## config.mk

```make
export PLATFORM = sky130hd
export DESIGN_NAME = coeff_bank_writer
export DESIGN_NICKNAME = d
export VERILOG_FILES = /design/src/rtl/coeff_bank_writer.sv
export SDC_FILE = /design/constraint.sdc
export NUM_CORES = 1
export LEC_CHECK = 0
export BUFFER_PORTS_ARGS = -buffer_cell sky130_fd_sc_hd__buf_2
export CAP_MARGIN = 20
export CORE_MARGIN = 1.5
export CORE_UTILIZATION = 40
export CTS_CLUSTER_SIZE = 16
export DETAILED_ROUTE_END_ITERATION = 8
export HOLD_SLACK_MARGIN = 0.05
export PLACE_DENSITY = 0.75
export REMOVE_ABC_BUFFERS = 1
export SYNTH_ARGS = -nofsm -noshare
export SYNTH_HDL_FRONTEND = slang
export SYNTH_SLANG_ARGS = --single-unit
```

## constraint.sdc

```tcl
create_clock -name clk -period 1.7 [get_ports clk]
set_input_delay 0.34 -clock clk [delete_from_list [all_inputs] [get_ports clk]]
set_output_delay 0.34 -clock clk [all_outputs]
set_load 0.005 [all_outputs]
```

## src/rtl/coeff_bank_writer.sv

```systemverilog
// coeff_bank_writer
// Captures a coefficient on each load_coeff pulse, holds modwait high for
// WRITE_CYCLES cycles, then commits the value into a 4-entry bank feeding
// the FIR datapath. set_done pulses when entry 3 commits.
//
// Handshake: a load is accepted only when modwait reads 0 in the cycle
// load_coeff is high (state IDLE). A load while modwait = 1 is dropped and
// sets the sticky overlap_err flag instead.
//
// Optional build macro COEFF_CLAMP_EN: values above 1.0 (1 << (DATA_W-1))
// are saturated to 1.0 as they are written into the bank.
module coeff_bank_writer #(
  parameter int DATA_W       = 16,
  parameter int NUM_COEFF    = 4,
  parameter int WRITE_CYCLES = 2
) (
  input  logic              clk,
  input  logic              rst,
  input  logic              load_coeff,
  input  logic [1:0]        coefficient_num,
  input  logic [DATA_W-1:0] coeff_value,
  input  logic              clear_err,
  output logic              modwait,
  output logic [DATA_W-1:0] coeff0,
  output logic [DATA_W-1:0] coeff1,
  output logic [DATA_W-1:0] coeff2,
  output logic [DATA_W-1:0] coeff3,
  output logic              set_done,
  output logic              overlap_err
);

  localparam logic [3:0] LP_CNT_INIT = 4'(WRITE_CYCLES - 1);
  localparam logic [DATA_W-1:0] LP_ONE = DATA_W'(1) << (DATA_W - 1);

  typedef enum logic {
    ST_IDLE = 1'b0,
    ST_BUSY = 1'b1
  } state_t;

  state_t            r_state;
  state_t            w_next_state;
  logic [3:0]        r_cnt;
  logic [1:0]        r_num;
  logic [DATA_W-1:0] r_val;
  logic [DATA_W-1:0] r_bank0;
  logic [DATA_W-1:0] r_bank1;
  logic [DATA_W-1:0] r_bank2;
  logic [DATA_W-1:0] r_bank3;
  logic              r_set_done;
  logic              r_overlap_err;

  logic              w_accept;
  logic              w_commit;
  logic              w_overlap;
  logic [DATA_W-1:0] w_commit_val;

  assign w_accept  = (r_state == ST_IDLE) && load_coeff;
  assign w_commit  = (r_state == ST_BUSY) && (r_cnt == 4'd0);
  assign w_overlap = (r_state == ST_BUSY) && load_coeff;

`ifdef COEFF_CLAMP_EN
  // Saturate anything above 1.0 on its way into the bank; staging keeps the raw value.
  assign w_commit_val = (r_val > LP_ONE) ? LP_ONE : r_val;
`else
  assign w_commit_val = r_val;
`endif

  // State register.
  always_ff @(posedge clk) begin
    if (rst) r_state <= ST_IDLE;
    else     r_state <= w_next_state;
  end

  // Next-state logic: IDLE -> BUSY on an accepted load, BUSY -> IDLE on commit.
  always_comb begin
    w_next_state = r_state;
    case (r_state)
      ST_IDLE: if (load_coeff) w_next_state = ST_BUSY;
      ST_BUSY: if (r_cnt == 4'd0) w_next_state = ST_IDLE;
      default: w_next_state = ST_IDLE;
    endcase
  end

  // Output logic: modwait is the registered BUSY state itself.
  always_comb begin
    modwait = (r_state == ST_BUSY);
  end

  // Staging capture and write-latency countdown.
  always_ff @(posedge clk) begin
    if (rst) begin
      r_cnt <= 4'd0;
      r_num <= 2'd0;
      r_val <= '0;
    end else if (w_accept) begin
      r_cnt <= LP_CNT_INIT;
      r_num <= coefficient_num;
      r_val <= coeff_value;
    end else if ((r_state == ST_BUSY) && (r_cnt != 4'd0)) begin
      r_cnt <= r_cnt - 4'd1;
    end
  end

  // Bank commit and the one-cycle set_done pulse for entry 3.
  always_ff @(posedge clk) begin
    if (rst) begin
      r_bank0    <= '0;
      r_bank1    <= '0;
      r_bank2    <= '0;
      r_bank3    <= '0;
      r_set_done <= 1'b0;
    end else begin
      r_set_done <= w_commit && (r_num == 2'd3);
      if (w_commit) begin
        case (r_num)
          2'd0:    r_bank0 <= w_commit_val;
          2'd1:    r_bank1 <= w_commit_val;
          2'd2:    r_bank2 <= w_commit_val;
          default: r_bank3 <= w_commit_val;
        endcase
      end
    end
  end

  // Sticky overlap flag; a new overlap beats a simultaneous clear.
  always_ff @(posedge clk) begin
    if (rst)            r_overlap_err <= 1'b0;
    else if (w_overlap) r_overlap_err <= 1'b1;
    else if (clear_err) r_overlap_err <= 1'b0;
  end

  assign coeff0      = r_bank0;
  assign coeff1      = r_bank1;
  assign coeff2      = r_bank2;
  assign coeff3      = r_bank3;
  assign set_done    = r_set_done;
  assign overlap_err = r_overlap_err;

endmodule

```

==> impl_results.rst, run 1 <==
.. list-table::
   :header-rows: 1

   * - Metric
     - Value
   * - Status
     - finished clean
   * - Worst Max-Slew Pin Slew
     - 463 ps
   * - Worst setup skew after layout
     - 13.1 ps
   * - Crit-path max FO
     - 5
   * - DRC violation count after routing
     - 0
   * - Longest individual stage delay on the worst path
     - 430 ps
   * - Relative max-transition margin
     - 0.691
   * - Vertical die dimension
     - 97.6 um
   * - Place WS
     - 85.7 ps
   * - Worst-path clk slew
     - 90 ps
   * - Hold-fix buffers at CTS
     - 0
   * - Sequence of cells on the critical path
     - inv_1 -> ha_2 -> or3b_4 -> a211oi_1 -> a211oi_2
   * - Fillers
     - 837
   * - Total via count after detailed routing
     - 2,574
   * - Sequential cell area fraction in the yosys report
     - 0.498
   * - Portion of total power attributed to combinational logic
     - 0.081
   * - Clock root buffer master
     - clkbuf_8
   * - Inserted Clock Buffers
     - 9
   * - Detailed placer's ending HPWL
     - 5130 um
   * - Max-cap violation count
     - 0
   * - Avg Synthesized Cell Area
     - 10.4 um2
   * - Initial core utilization
     - 0.412
   * - Arrival time at the worst endpoint
     - 1870 ps
   * - Number of port buffers
     - 88
   * - 1st-pass router iterations
     - 4
   * - Power density over the cells
     - 930 nW/um2
   * - Detail-routed via count per cell
     - 4.76
   * - Boundary Pins
     - 89
   * - Max Transition Viols Final
     - 0
   * - Number of clock sinks
     - 89
   * - Final setup TNS
     - 0 ps
   * - Count of different cell masters after synthesis
     - 31
   * - Wirelength, routed
     - 7630 um
   * - Final count of hold timing violations
     - 0
   * - Nature of the critical path endpoint
     - flop
   * - Global-route usage over all layers
     - 0.163
   * - WHS
     - 218 ps
   * - Path type of the worst setup path
     - reg -> reg
   * - Ant. Diodes
     - 0
   * - Skew-Pair Late Insertion Delay
     - 350 ps
   * - Post-route minimum period
     - 1650 ps
   * - CTS tree
     - done
   * - Sequential group share of total power
     - 0.536
   * - DR iter-0 viols
     - 66
   * - Worst IR Drop VDD
     - 0.000354 V
   * - Area of combinational cells with multiple inputs
     - 1650 um2
   * - Area added between synthesis and finish
     - 21.3%
   * - FF+latch area
     - 1780 um2
   * - Post-layout worst setup margin
     - 52.6 ps
   * - Proportion of total power due to net switching
     - 0.230
   * - Nature of the critical path startpoint
     - flop
   * - First-pass GRT wire length
     - 12,500 um
   * - Maximum clock rate
     - 607 MHz
   * - Reported leakage power
     - 2.13 nW
   * - Largest net degree at the start of global routing
     - 48
   * - Die extent in x
     - 97.6 um
   * - Final Cycle Share
     - 0.969
   * - Grt total ovfl
     - 0
   * - Rows
     - 34
   * - Initial antenna violation count
     - 0
   * - Number of warnings issued by yosys
     - 0
   * - Layout cell share with drive strength beyond 1
     - 0.286
   * - Net count, final
     - 453
   * - Worst Path Required
     - 1930 ps
   * - FF+latch count, synth
     - 89
   * - Number of endpoints failing setup at the final stage
     - 0
   * - Buffer count from post-CTS setup fixing
     - 0
   * - Die Area
     - 9520 um2
   * - Number of buffers on the longest clock path
     - 2
   * - Routability congestion estimate
     - 0.779
   * - Routed Antenna Nets
     - 0
   * - Number of global-route vias before repair
     - 2,537
   * - Final routed wire length divided by cell count
     - 14.1 um
   * - Worst Hold Class
     - in -> reg
   * - Part of the power in the clock network
     - 0.383
   * - Total standard cell area after synthesis
     - 3580 um2
   * - Switch Pwr
     - 930 uW
   * - H-Tree Depth
     - 3
   * - Standard cell core area
     - 8680 um2
   * - Number of instances in the synthesized netlist
     - 345
   * - Final core area utilization
     - 0.500
   * - Count of cells resized by post-cts repair
     - 0
   * - Int Power
     - 3.11 mW
   * - Slowest cell on the critical path
     - or3b_4
==> through the flow <==
step | area, um2 | std cells | power [mW]
4_1_cts | 4330 | 541 | 4.08
6_report | 4340 | 541 | 4.04
5_1_grt | 4340 | 541 | 4.20
3_5_place_dp | 4130 | 526 | 2.54
3_3_place_gp | 4130 | 526 | 2.53
2_1_floorplan | 3430 | 322 | 2.39
==> worst max-delay path, delay by kind of cell, from the launching register on <==
kind,cells,cell delay [ps]
AO/OA/AOI/OAI,2,410
adder cells (fa/ha/maj),1,230
buffers and inverters,1,100
flip-flops,1,350
AND/OR/NAND/NOR,1,430
==> power by group through the flow <==
stage | Clock (mW) | Combinational (mW) | Sequential, mW
after global placement | 0 | 0.318 | 2.21
final | 1.55 | 0.327 | 2.16
after CTS | 1.59 | 0.329 | 2.16
after floorplan | 0 | 0.185 | 2.20
after detailed placement | 0 | 0.327 | 2.21
after global routing | 1.67 | 0.358 | 2.17
==> cell usage after synthesis, drive strengths merged <==
cell,count,area share
a311oi,1,0.0024
or3,1,0.0018
nor4b,1,0.0024
a31oi,1,0.0018
and2b,1,0.0024
nand2b,84,0.15
and2,2,0.0042
and4bb,1,0.0035
clkbuf,10,0.010
a21oi,21,0.029
nor2b,1,0.0018
dfxtp,89,0.50
nor2,5,0.0052
nand4b,1,0.0066
inv,2,0.0021
or3b,1,0.0031
ha,2,0.0070
mux2i,65,0.18
buf,13,0.030
nor3,1,0.0028
nand2,39,0.044
a211oi,3,0.0091
==> layout make-up <==
cell class	count	share of cell area
Clock buffer	10	0.0294
Clock inverter	5	0.0188
Inverter	2	0.00173
Multi-Input combinational cell	231	0.381
Sequential cell	89	0.411
Tap cell	108	0.0312
Timing Repair Buffer	96	0.127
==> state kept, by name (all words and copies together) (netlist names) <==
name and flops:
overlap_err 1, set_done 1, modwait 1, r_val 16
coeff0 16, coeff3 16, coeff1 16, r_num 2
r_cnt 4, coeff2 16
==> layout by cell type, fill, tap and decap left out, drive strengths merged, types with 2 or more instances in the layout <==
cell type and instances:
mux2i 65, ha 2, and2 2, inv 2
a21oi 21, nand2 39, dfxtp 89, a211oi 3
clkbuf 10, bufinv 2, nor2 5, nand2b 84
buf 96, clkinv 2
==> logic make-up after synthesis <==
logic type | Yosys count | synth area share
mux | 65 | 0.182
fa+ha+maj | 2 | 0.00700
flops | 89 | 0.498
simple gates | 138 | 0.227
compound gates | 26 | 0.0427
buf+inv | 25 | 0.0427
==> worst paths after layout <==
check	depth (start not counted)	startpoint	slack, ps	end
setup / recovery	5	r_cnt[0]	50	r_cnt[0]
hold / removal	3	coeff_value[3]	220	r_val[3]
setup reg to reg	5	r_cnt[0]	50	r_cnt[0]
hold reg to reg	2	r_val[5]	460	r_val[5]
==> routing by layer <==
layer | vias to the layer above | GRT usage | share of wire | routed length, um
met2 | 60 | 0.270 | 0.48 | 3640
met4 | 0 | 0.0484 | 0.010 | 80
met1 | 1205 | 0.209 | 0.46 | 3510
li1 | 1301 | - | - | -
met3 | 8 | 0.0446 | 0.052 | 393
met5 | - | 0 | 0 | 0
(Power assumes the default switching activity.)
==> inputs of run 2 (changes only) <==
--- a/config.mk
+++ b/config.mk
@@ -8,11 +8,12 @@
 export BUFFER_PORTS_ARGS = -buffer_cell sky130_fd_sc_hd__buf_2
 export CAP_MARGIN = 20
 export CORE_MARGIN = 1.5
-export CORE_UTILIZATION = 40
+export CORE_UTILIZATION = 53
 export CTS_CLUSTER_SIZE = 16
 export DETAILED_ROUTE_END_ITERATION = 8
 export HOLD_SLACK_MARGIN = 0.05
-export PLACE_DENSITY = 0.75
+export MAX_ROUTING_LAYER = met4
+export PLACE_DENSITY = 0.92
 export REMOVE_ABC_BUFFERS = 1
 export SYNTH_ARGS = -nofsm -noshare
 export SYNTH_HDL_FRONTEND = slang
==> impl_results.rst, run 2 (synthesis results as in run 1) <==
.. list-table::
   :header-rows: 1

   * - Metric
     - Value
   * - Largest net degree at the start of global routing
     - 58 (+21%)
   * - Number of port buffers
     - 88 (unchanged)
   * - Final count of hold timing violations
     - 0 (unchanged)
   * - Leading cell types in the layout, fill and taps excluded
     - dfxtp_1 (89), buf_2 (88), nand2b_1 (82)
   * - Clock root buffer master
     - clkbuf_8
   * - Worst reg2reg path startpoint
     - r_cnt[0]
   * - Area added between synthesis and finish
     - 20.3%
   * - Total via count after detailed routing
     - 2,654 (+3.1%)
   * - Final routed wire length divided by cell count
     - 14.8 um (+5.1%)
   * - Worst IR Drop VDD
     - 0.000588 V (+66%)
   * - Relative max-transition margin
     - 0.686 (-0.00527)
   * - Maximum clock rate
     - 610 MHz (+0.50%)
   * - Area of combinational cells with multiple inputs
     - 1670 um2 (+1.2%)
   * - Die extent in x
     - 85.1 um (-13%)
   * - Arrival time at the worst endpoint
     - 1910 ps (+40 ps)
   * - Layout cell share with drive strength beyond 1
     - 0.296 (+0.00950)
   * - First-pass GRT wire length
     - 12,400 um (-0.44%)
   * - Fillers
     - 514 (-39%)
   * - Standard cell core area
     - 6420 um2 (-26%)
   * - HP Start
     - coeff_value[13]
   * - # placed instances
     - 497 (-5.5%)
   * - Initial antenna violation count
     - 0 (unchanged)
   * - CTS tree
     - done
   * - Inserted Clock Buffers
     - 9 (unchanged)
   * - Dpl cell area
     - 4060 um2 (-1.5%)
   * - Number of global-route vias before repair
     - 2,577 (+1.6%)
   * - Power density over the cells
     - 936 nW/um2 (+0.59%)
   * - Skew-Pair Late Insertion Delay
     - 360 ps (about the same)
   * - 1st-pass router iterations
     - 6 (+2)
   * - DR iter-0 viols
     - 112 (+70%)
   * - Max-cap violation count
     - 0 (unchanged)
   * - Global-route usage over all layers
     - 0.227 (+0.0634)
   * - Flop-to-flop setup slack
     - 60 ps (about the same)
   * - Number of non-filler instances in the completed layout
     - 513 (-5.2%)
   * - Grt total ovfl
     - 0 (unchanged)
   * - Status
     - finished with violations
   * - Wirelength, routed
     - 7600 um (-0.35%)
   * - Most common library cell in the layout ignoring fill and taps
     - dfxtp_1
   * - Unrepaired setup endpoints after global routing
     - no
   * - Final cell area excluding filler cells
     - 4300 um2 (-0.81%)
   * - Worst Hold Class
     - in -> reg
   * - Worst Path Required
     - 1970 ps (+40 ps)
   * - Post-route minimum period
     - 1640 ps (-8.23 ps)
   * - Ant. Diodes
     - 0 (unchanged)
   * - Violations in the final reports
     - design-rule violations
   * - Number of buffers on the longest clock path
     - 2 (unchanged)
   * - H-Tree Depth
     - 3 (unchanged)
   * - Net count, final
     - 455 (+0.44%)
   * - Max Transition Viols Final
     - 0 (unchanged)
   * - Worst setup skew after layout
     - 11.6 ps (-1.53 ps)
   * - Worst Max-Slew Pin Slew
     - 470 ps (+7.54 ps)
   * - Reported leakage power
     - 2.14 nW (+0.29%)
   * - Count of cells resized by post-cts repair
     - 2 (+2)
   * - Path type of the worst setup path
     - reg -> reg
   * - Final Cycle Share
     - 0.964 (-0.00484)
   * - Initial core utilization
     - 0.557 (+0.145)
   * - DRC violation count after routing
     - 7 (+7)
   * - FF+latch area
     - 1780 um2 (unchanged)
   * - Number of clock sinks
     - 89 (unchanged)
   * - Rows
     - 29 (-15%)
   * - Boundary Pins
     - 89 (unchanged)
   * - Hold-fix buffers at CTS
     - 0 (unchanged)
   * - Number of endpoints failing setup at the final stage
     - 0 (unchanged)
   * - Die Area
     - 7250 um2 (-24%)
   * - Nature of the critical path startpoint
     - flop
   * - Routability congestion estimate
     - 0.763 (-2.0%)
   * - Crit-path max FO
     - 5 (unchanged)
   * - Routed Antenna Nets
     - 0 (unchanged)
   * - Vertical die dimension
     - 85.1 um (-13%)
   * - Detail-routed via count per cell
     - 5.17 (+8.7%)
   * - Nature of the critical path endpoint
     - flop
   * - Detailed placer's ending HPWL
     - 5120 um (-0.14%)
   * - Buffer count from post-CTS setup fixing
     - 0 (unchanged)
   * - Worst-path clk slew
     - 90 ps (about the same)
   * - Launch point of the critical path
     - r_cnt[0]
run 2: report_power, final:
part           internal (mW)  switching, mW  leakage, nW
Sequential              2.13         0.0344        0.721
Combinational          0.156          0.174         1.32
Clock                  0.797          0.737        0.105
Total                   3.08          0.946         2.14
run 2: final timing paths:
kind	depth (start not counted)	endpoint
worst min-delay path	3	r_val[13]
worst max register to register	5	r_cnt[0]
worst min register to register	2	r_val[6]
worst max-delay path	5	r_cnt[0]
run 2: area by class of cell:
class	instances	share of cell area
flip-flops and latches	89	0.414
multi-input cells	231	0.389
repair buffers	98	0.123
clock buffers	12	0.0384
well taps	77	0.0224
clock inverters	4	0.0116
inverters	2	0.00175
run 2: critical path: stages, from the launching register on:
cell and delay [ps]:
dfxtp_1 370, inv_1 140, ha_4 180, or3b_4 410, and2_4 190, a211oi_2 250
run 2: layer usage:
layer | track usage | part of all wire | vias up
li1 | - | - | 1302
met1 | 0.277 | 0.45 | 1266
met2 | 0.358 | 0.48 | 72
met3 | 0.0486 | 0.048 | 14
met4 | 0.107 | 0.021 | 0
met5 | - | 0 | -
run 2: metrics by stage:
stage               setup TNS (ps)  hold WS, ps  worst slack, ps  utilization  power (mW)
finish                           0          217             60.9        0.670        4.03
global route                     0          215             16.3        0.670        4.18
CTS                              0          204             35.2        0.667        4.05
detailed placement               0          447             47.5        0.633        2.53
global placement                 0          441              174        0.633        2.51
floorplan                    -1480          405             -114            -        2.39
==> inputs of run 3 (changes only) <==
--- a/config.mk
+++ b/config.mk
@@ -15,6 +15,7 @@
 export MAX_ROUTING_LAYER = met4
 export PLACE_DENSITY = 0.92
 export REMOVE_ABC_BUFFERS = 1
+export SETUP_SLACK_MARGIN = 0.4
 export SYNTH_ARGS = -nofsm -noshare
 export SYNTH_HDL_FRONTEND = slang
 export SYNTH_SLANG_ARGS = --single-unit
==> impl_results.rst, run 3 (synthesis results as in run 1) <==
.. list-table::
   :header-rows: 1

   * - Metric
     - Value
   * - Worst IR Drop VDD
     - 0.000757 V (+29%)
   * - Ant. Diodes
     - 0 (unchanged)
   * - Status
     - finished with violations
   * - Final routed wire length divided by cell count
     - 15.5 um (+4.4%)
   * - Met2 track demand over resource in global routing
     - 0.380 (+0.0224)
   * - Violations in the final reports
     - design-rule violations
   * - Reported leakage power
     - 2.21 nW (+3.4%)
   * - Number of global-route vias before repair
     - 2,658 (+3.1%)
   * - Standard cell core area
     - 6420 um2 (unchanged)
   * - Global-route usage over all layers
     - 0.236 (+0.00920)
   * - Die extent in x
     - 85.1 um (unchanged)
   * - Number of buffers on the longest clock path
     - 2 (unchanged)
   * - Rows
     - 29 (unchanged)
   * - Inserted Clock Buffers
     - 9 (unchanged)
   * - Worst reg2reg path depth
     - 5 (unchanged)
   * - HP Start
     - coeff_value[1]
   * - Relative max-transition margin
     - 0.642 (-0.0437)
   * - Initial antenna violation count
     - 0 (unchanged)
   * - Number of clock sinks
     - 89 (unchanged)
   * - Detail-routed via count per cell
     - 5.20 (+0.42%)
   * - 1st-pass router iterations
     - 6 (unchanged)
   * - Skew-Pair Late Insertion Delay
     - 360 ps (about the same)
   * - Vertical die dimension
     - 85.1 um (unchanged)
   * - Number of non-filler instances in the completed layout
     - 522 (+1.8%)
   * - Max Transition Viols Final
     - 0 (unchanged)
   * - DR iter-0 viols
     - 98 (-13%)
   * - Boundary Pins
     - 89 (unchanged)
   * - Post-route minimum period
     - 1480 ps (-161 ps)
   * - Met1 capacity usage during global routing
     - 0.284 (+0.00637)
   * - WHS
     - 212 ps (-5.45 ps)
   * - Power density over the cells
     - 909 nW/um2 (-2.9%)
   * - Area added between synthesis and finish
     - 25.8%
   * - Arrival time at the worst endpoint
     - 1750 ps (-160 ps)
   * - CTS tree
     - done
   * - Die Area
     - 7250 um2 (unchanged)
   * - Clock root buffer master
     - clkbuf_8
   * - Hold path cells
     - 3 (unchanged)
   * - Unrepaired setup endpoints after global routing
     - yes
   * - Hold-critical path endpoint
     - r_val[1]
   * - Worst reg2reg path startpoint
     - r_cnt[0]
   * - Worst Path Required
     - 1970 ps (about the same)
   * - Number of port buffers
     - 88 (unchanged)
   * - Final setup TNS
     - 0 ps (unchanged)
   * - First-pass GRT wire length
     - 12,900 um (+3.8%)
   * - Detailed placer's ending HPWL
     - 5120 um (unchanged)
   * - Grt total ovfl
     - 0 (unchanged)
   * - Final count of hold timing violations
     - 0 (unchanged)
   * - Nature of the critical path startpoint
     - flop
   * - Leading cell types in the layout, fill and taps excluded
     - buf_2 (88), dfxtp_1 (85), nand2b_1 (82)
   * - Path type of the worst setup path
     - reg -> reg
   * - Worst Hold Class
     - in -> reg
   * - Routed Antenna Nets
     - 0 (unchanged)
   * - Wirelength, routed
     - 8080 um (+6.3%)
   * - Worst setup skew after layout
     - 9.77 ps (-1.84 ps)
   * - Worst Max-Slew Pin Slew
     - 536 ps (+65.4 ps)
   * - Routability congestion estimate
     - 0.763 (unchanged)
   * - # placed instances
     - 497 (unchanged)
   * - Total via count after detailed routing
     - 2,712 (+2.2%)
   * - Crit-path max FO
     - 5 (unchanged)
   * - Final Cycle Share
     - 0.870 (-0.0944)
   * - Most common library cell in the layout ignoring fill and taps
     - buf_2
   * - Flop-to-flop setup slack
     - 220 ps (+160 ps)
   * - Reg2reg end
     - r_cnt[0]
   * - Number of endpoints failing setup at the final stage
     - 0 (unchanged)
   * - GRT Max-Usage Layer
     - met2
   * - Met3 Usage GRT
     - 0.0477 (-0.000973)
   * - Max-cap violation count
     - 0 (unchanged)
   * - Largest net degree at the start of global routing
     - 58 (unchanged)
   * - Nature of the critical path endpoint
     - flop
   * - DRC violation count after routing
     - 7 (unchanged)
   * - Hold-fix buffers at CTS
     - 0 (unchanged)
   * - H-Tree Depth
     - 3 (unchanged)
   * - Net count, final
     - 464 (+2.0%)
   * - Fillers
     - 484 (-5.8%)
   * - Maximum clock rate
     - 676 MHz (+11%)
   * - Layout cell share with drive strength beyond 1
     - 0.335 (+0.0390)
   * - Worst-path clk slew
     - 80 ps (about the same)
   * - Initial core utilization
     - 0.557 (unchanged)
-- run 3: through the flow --
stage / utilization / area [um2] / setup WS [ps] / power, mW
floorplan: - / 3430 / -114 / 2.39
global placement: 0.633 / 4060 / 174 / 2.51
detailed placement: 0.633 / 4060 / 47.5 / 2.53
CTS: 0.696 / 4470 / 255 / 4.10
global route: 0.700 / 4500 / 187 / 4.24
finish: 0.700 / 4500 / 221 / 4.09
-- run 3: cell type report --
| cell class | instances | area (um2) | share of cell area |
|---|---|---|---|
| clock inverters | 4 | 50.0 | 0.0111 |
| well taps | 77 | 96.3 | 0.0214 |
| repair buffers | 107 | 661 | 0.147 |
| multi-input cells | 231 | 1720 | 0.383 |
| inverters | 2 | 10.0 | 0.00223 |
| flip-flops and latches | 89 | 1790 | 0.398 |
| clock buffers | 12 | 165 | 0.0367 |
-- run 3: what timing repair did --
item,CTS,global route
endpoints found under the setup margin,88,70
pin swaps,5,4
resized for setup,24,7
buffers inserted,9,0
-- run 3: worst max-delay path by stage --
stage | from | end | slack (ps) | cells after the start
after floorplan | r_cnt[0] | coeff1[10] | -110 | 5
after global placement | r_cnt[0] | r_cnt[0] | 170 | 5
after detailed placement | r_cnt[0] | r_cnt[0] | 50 | 5
after CTS | r_cnt[1] | r_cnt[0] | 260 | 5
after global routing | r_cnt[1] | coeff1[8] | 190 | 7
final | r_cnt[0] | r_cnt[0] | 220 | 5
-- run 3: metal layers --
metal,share of wire,routed length [um]
met5,0,0
met4,0.013,109
met3,0.054,437
met2,0.49,3990
met1,0.44,3540
-- run 3: worst max-delay path, cell delays in order (launching register included) --
cell and delay (ps):
dfxtp_4 360, inv_4 60, ha_4 140, or3b_4 440, and2_4 180, a211oi_2 200
-- run 3: power by group --
group          switching (mW)  leakage (nW)  internal, mW
registers              0.0351         0.723          2.13
clock network           0.735         0.105         0.797
logic                   0.201          1.39         0.190
